===== src/rtl/man_tx_sched.sv =====
// Two-requester round-robin Manchester byte serializer. Grant is combinational in IDLE; first half-bit one tick later.
// Backpressure: requesters hold req (level) until their gnt; en low only blocks new grants, frames in flight complete.
module man_tx_sched #(
    parameter logic        IDLE_LEVEL = 1'b0,
    parameter int unsigned GAP_HALVES = 2
) (
    input  logic       clk_in,
    input  logic       rst,
    input  logic       bit_tick,
    input  logic       en,
    input  logic       req0,
    input  logic [7:0] data0,
    input  logic       req1,
    input  logic [7:0] data1,
    output logic       gnt0,
    output logic       gnt1,
    output logic       code,
    output logic       busy,
    output logic       src,
    output logic       tx_done
);

    typedef enum logic [1:0] {IDLE, SEND, GAP} state_t;

    localparam logic [4:0] LAST_HALF = 5'd16;
    localparam logic [3:0] GAP_LAST  = (GAP_HALVES == 0) ? 4'd0 : 4'(GAP_HALVES - 1);

    state_t      state;
    logic [15:0] shreg;
    logic [4:0]  half_cnt;
    logic [3:0]  gap_cnt;
    logic        can_grant;
    logic        pick1;
    logic [7:0]  gnt_data;

    // Each data bit becomes two half-bits: 1 -> 01, 0 -> 10, MSB first.
    function automatic logic [15:0] man_encode(input logic [7:0] b);
        logic [15:0] w;
        w = '0;
        for (int i = 7; i >= 0; i--) begin
            w = {w[13:0], ~b[i], b[i]};
        end
        return w;
    endfunction

    // On a tie the requester that was not served last wins.
    assign can_grant = rst && en && (state == IDLE) && (req0 || req1);
    assign pick1     = req1 && (!req0 || !src);
    assign gnt0      = can_grant && !pick1;
    assign gnt1      = can_grant && pick1;
    assign gnt_data  = pick1 ? data1 : data0;
    assign busy      = (state != IDLE);

    always_ff @(posedge clk_in) begin
        if (!rst) begin
            state    <= IDLE;
            code     <= IDLE_LEVEL;
            tx_done  <= 1'b0;
            src      <= 1'b1;
            shreg    <= '0;
            half_cnt <= '0;
            gap_cnt  <= '0;
        end else begin
            tx_done <= 1'b0;
            case (state)
                IDLE: begin
                    code <= IDLE_LEVEL;
                    if (can_grant) begin
                        src      <= pick1;
                        shreg    <= man_encode(gnt_data);
                        half_cnt <= '0;
                        state    <= SEND;
                    end
                end
                SEND: begin
                    if (bit_tick) begin
                        if (half_cnt != LAST_HALF) begin
                            code     <= shreg[15];
                            shreg    <= {shreg[14:0], 1'b0};
                            half_cnt <= half_cnt + 5'd1;
                        end else begin
                            // The 17th tick closes the last half-bit so it is a full period wide.
                            code    <= IDLE_LEVEL;
                            tx_done <= 1'b1;
                            gap_cnt <= '0;
                            if (GAP_HALVES == 0) begin
                                state <= IDLE;
                            end else begin
                                state <= GAP;
                            end
                        end
                    end
                end
                GAP: begin
                    code <= IDLE_LEVEL;
                    if (bit_tick) begin
                        if (gap_cnt == GAP_LAST) begin
                            state <= IDLE;
                        end else if (gap_cnt != 4'hF) begin
                            gap_cnt <= gap_cnt + 4'd1;
                        end
                    end
                end
                default: begin
                    state <= IDLE;
                    code  <= IDLE_LEVEL;
                end
            endcase
        end
    end

    a_one_gnt: assert property (@(posedge clk_in) disable iff (!rst) !(gnt0 && gnt1));
    a_idle_line: assert property (@(posedge clk_in) disable iff (!rst) (state != SEND) |-> (code == IDLE_LEVEL));

endmodule


===== config.mk =====
export PLATFORM = sky130hd
export DESIGN_NAME = man_tx_sched
export DESIGN_NICKNAME = d
export VERILOG_FILES = /design/src/rtl/man_tx_sched.sv
export SDC_FILE = /design/constraint.sdc
export NUM_CORES = 1
export LEC_CHECK = 0
export CORE_ASPECT_RATIO = 0.5
export CORE_UTILIZATION = 23
export CTS_BUF_LIST = sky130_fd_sc_hd__clkbuf_4
export DETAILED_ROUTE_END_ITERATION = 10
export PLACE_DENSITY_LB_ADDON = 0.12
export SLEW_MARGIN = 5
export SYNTH_ARGS = -nofsm -noshare
export SYNTH_HDL_FRONTEND = slang
export SYNTH_SLANG_ARGS = --single-unit

===== constraint.sdc =====
create_clock -name clk_in -period 4 [get_ports clk_in]
set_input_delay 1.2 -clock clk_in [delete_from_list [all_inputs] [get_ports clk_in]]
set_output_delay 1.2 -clock clk_in [all_outputs]
set_load 0.02 [all_outputs]

==> reports/metrics.csv <==
stage,metric,value,unit
clock_tree,# H-tree levels,2,
critical_path,critical path type,in2out,
critical_path,CP Cell Sequence,clkdlybuf4s50_1 -> a21boi_2 -> and4_1 -> dlymetal6s2s_1,
place,gp weighted congestion,0.706,
critical_path,WP data required,2800,ps
grt,Congestion Overflow GR,0,
critical_path,crit path DAT,2370,ps
synth,Yosys warnings,0,
timing,Tcrit/Tclk final,89.1,%
finish,multi-input logic area,973,um^2
clock_tree,CTS tree,yes,
clock_tree,CTS Buf Count,5,
power_and_ir_drop,Peak VDD IR,85.5,uV
floorplan,initial core utilization,24.5,%
timing,Slew HR,61.4,%
synth,cell with the most instances after synthesis,dfxtp_1,
synth,"top cells by count, synth","dfxtp_1, nand2_1, nor2_1",
worst_hold_path,Hold Path Class,reg2reg,
floorplan,row cnt,21,
power_and_ir_drop,leakage power,0.848,nW
critical_path,CP peak stage delay,480,ps
floorplan,I/O Pins,28,
critical_path,CP max FO,3,
flow_run,maxcap violations,0,
floorplan,Core Region,6880,um^2
grt,initial antenna violation count,0,
power_and_ir_drop,Pwr per Cell Area,294,nW/um^2
status,status,"complete, no violations",
grt,pin count of the biggest net entering global routing,35,
synth,ys async rst share,0,%
clock_tree,CTS Buffer Depth,2,
floorplan,die outline width,123,um
synth,Yosys reg bits,30,
timing,setup TNS,0,ps
synth,synth unique cells,44,
timing,max-slew violation count,0,
finish,# fillers,755,
power_and_ir_drop,Seq pwr share,52.9,%
routing,Remaining DRCs,0,
routing,drt pass-1 iters,4,
finish,Diodes inserted,0,
timing,Fin. Hold Viols,0,
clock_tree,worst skew pair latency,320,ps
grt,vias in the first global route,1406,
place,placed insts,304,
synth,Yosys top cell by area,dfxtp_1,
clock_tree,CTS Root Cell,clkbuf_4,
finish,share of cells above drive strength 1,13.3,%
clock_tree,"Reg clk slew, reported paths",100,ps
routing,drt initial violations,41,
finish,Non-Filler Instances,310,
routing,vias,1484,
synth,mapped cell area,1690,um^2
grt,GRT Util Overall,11.2,%
critical_path,CP Capture Type,output pin,
synth,Synth Area per Inst,8.80,um^2
finish,fin area,2080,um^2
timing,Final setup viols,0,
critical_path,startpoint types,input pin,
place,PortBufs,27,
synth,syn nets,218,
clock_tree,clk sinks,30,
power_and_ir_drop,Gate power share,20.7,%
synth,Syn Inst Count,192,
power_and_ir_drop,Int Pwr,435,uW
routing,Routed wire per std cell,12.9,um
place,post-DP HPWL,2720,um
power_and_ir_drop,Psw,176,uW
routing,WL final,4000,um
timing,fmax,0.280,GHz
routing,DRT antenna net count,0,
timing,Worst Skew,11.6,ps
synth,number of enable flip-flop cells after synthesis,0,
finish,Area growth syn-to-layout,23.0,%
floorplan,die area,7710,um^2
place,post-place instance area,2030,um^2
synth,post-synth top area share,35.6,%
synth,sequential fraction of the synthesis area,35.6,%
power_and_ir_drop,Clk pwr share,26.4,%
timing,Worst Tran Pin Value,579,ps
synth,"top cells by area, synth","dfxtp_1, o32ai_2, nand2_1, nor2_1, a221oi_1",
finish,nets@finish,245,
timing,RSZ-0062 raised after global routing,no,
floorplan,Die Y,62.6,um
routing,vias per cell,4.79,
clock_tree,Post-CTS Setup Repair Bufs,0,
critical_path,CP max stage cell,clkdlybuf4s50_1,
timing,minimum clock period,3570,ps
grt,first-pass GRT wire length,6750,um
power_and_ir_drop,sw frac,28.8,%
synth,Most used DFF post-synth,dfxtp_1,
finish,Register Area,601,um^2
==> layout make-up <==
type / instances / area share (%)
Multi-Input combinational cell: 143 / 46.9
Sequential cell: 30 / 28.9
Timing Repair Buffer: 34 / 15.8
Tap cell: 92 / 5.54
Clock buffer: 5 / 1.81
Inverter: 5 / 0.904
Clock inverter: 1 / 0.181
==> flip-flops by register name (all words and copies together) (netlist names) <==
name / count
code: 1
src: 1
state: 2
tx_done: 1
half_cnt: 5
shreg: 16
gap_cnt: 4
==> repair_timing <==
item,in CTS,in global routing
resized for setup,0,2
hold buffers,0,0
endpoints found under the setup margin,0,2
hold endpoints to repair,0,0
==> stage by stage <==
step	hold slack, ps	power, mW	setup WS [ps]	utilization (%)
2_1_floorplan	446	0.417	836	-
3_3_place_gp	468	0.458	44.1	29.5
3_5_place_dp	468	0.458	22.2	29.5
4_1_cts	480	0.622	23.6	30.1
5_1_grt	512	0.653	368	30.2
6_report	480	0.611	434	30.2
==> metal layers <==
metal  routed length, um  global-route usage (%)  vias up
li1                    -                       -      757
met1                2040                    14.7      705
met2                1760                    17.2       18
met3                 142                    3.38        4
met4                  51                    4.07        0
met5                   0                       0        -
==> cell families (layout without fill, tap and decap cells) <==
kind of cell	Yosys count	after routing	share of synthesized area [%]
multiplexers	3	3	1.78
buffers and inverters	19	45	6.81
adder cells (fa/ha/maj)	4	4	2.96
AO/OA/AOI/OAI	55	55	26.7
AND/OR/NAND/NOR	81	81	26.2
flip-flops	30	30	35.6
==> worst paths after layout <==
| check | startpoint | cells past startpoint | end | slack [ps] |
|---|---|---|---|---|
| max reg2reg | state[0]$_SDFFE_PN0P_ | 5 | shreg[6]$_SDFFE_PN0P_ | 1770 |
| min reg2reg | shreg[15]$_SDFFE_PN0P_ | 2 | code$_SDFFE_PN0P_ | 480 |
| max | req1 | 4 | gnt1 | 430 |
| min | shreg[15]$_SDFFE_PN0P_ | 2 | code$_SDFFE_PN0P_ | 480 |
==> power by group through the flow <==
stage	clock [mW]	sequential (mW)	combinational, mW
3_5_place_dp	0	0.330	0.128
4_1_cts	0.170	0.323	0.129
3_3_place_gp	0	0.330	0.128
2_1_floorplan	0	0.329	0.0882
5_1_grt	0.187	0.326	0.140
6_report	0.162	0.323	0.126
==> worst max-delay path, delay by kind of cell <==
kind / cells / cell delay (ps)
buffers and inverters: 2 / 720
AO/OA/AOI/OAI: 1 / 210
AND/OR/NAND/NOR: 1 / 230
==> cells in the final DEF (no fill, tap or decap), types with 3 or more instances in the layout <==
master	count
nor2_1	17
mux2i_1	3
nand2_1	20
a221oi_1	7
nand3b_1	3
nor3_1	8
o32ai_2	6
dfxtp_1	30
clkbuf_4	5
o21ai_1	8
clkdlybuf4s50_1	25
o211a_1	3
buf_4	7
a21o_1	7
inv_1	5
ha_1	4
a21oi_1	8
nor2_2	6
nand3_1	10
Power figures use the tool's default switching activity.
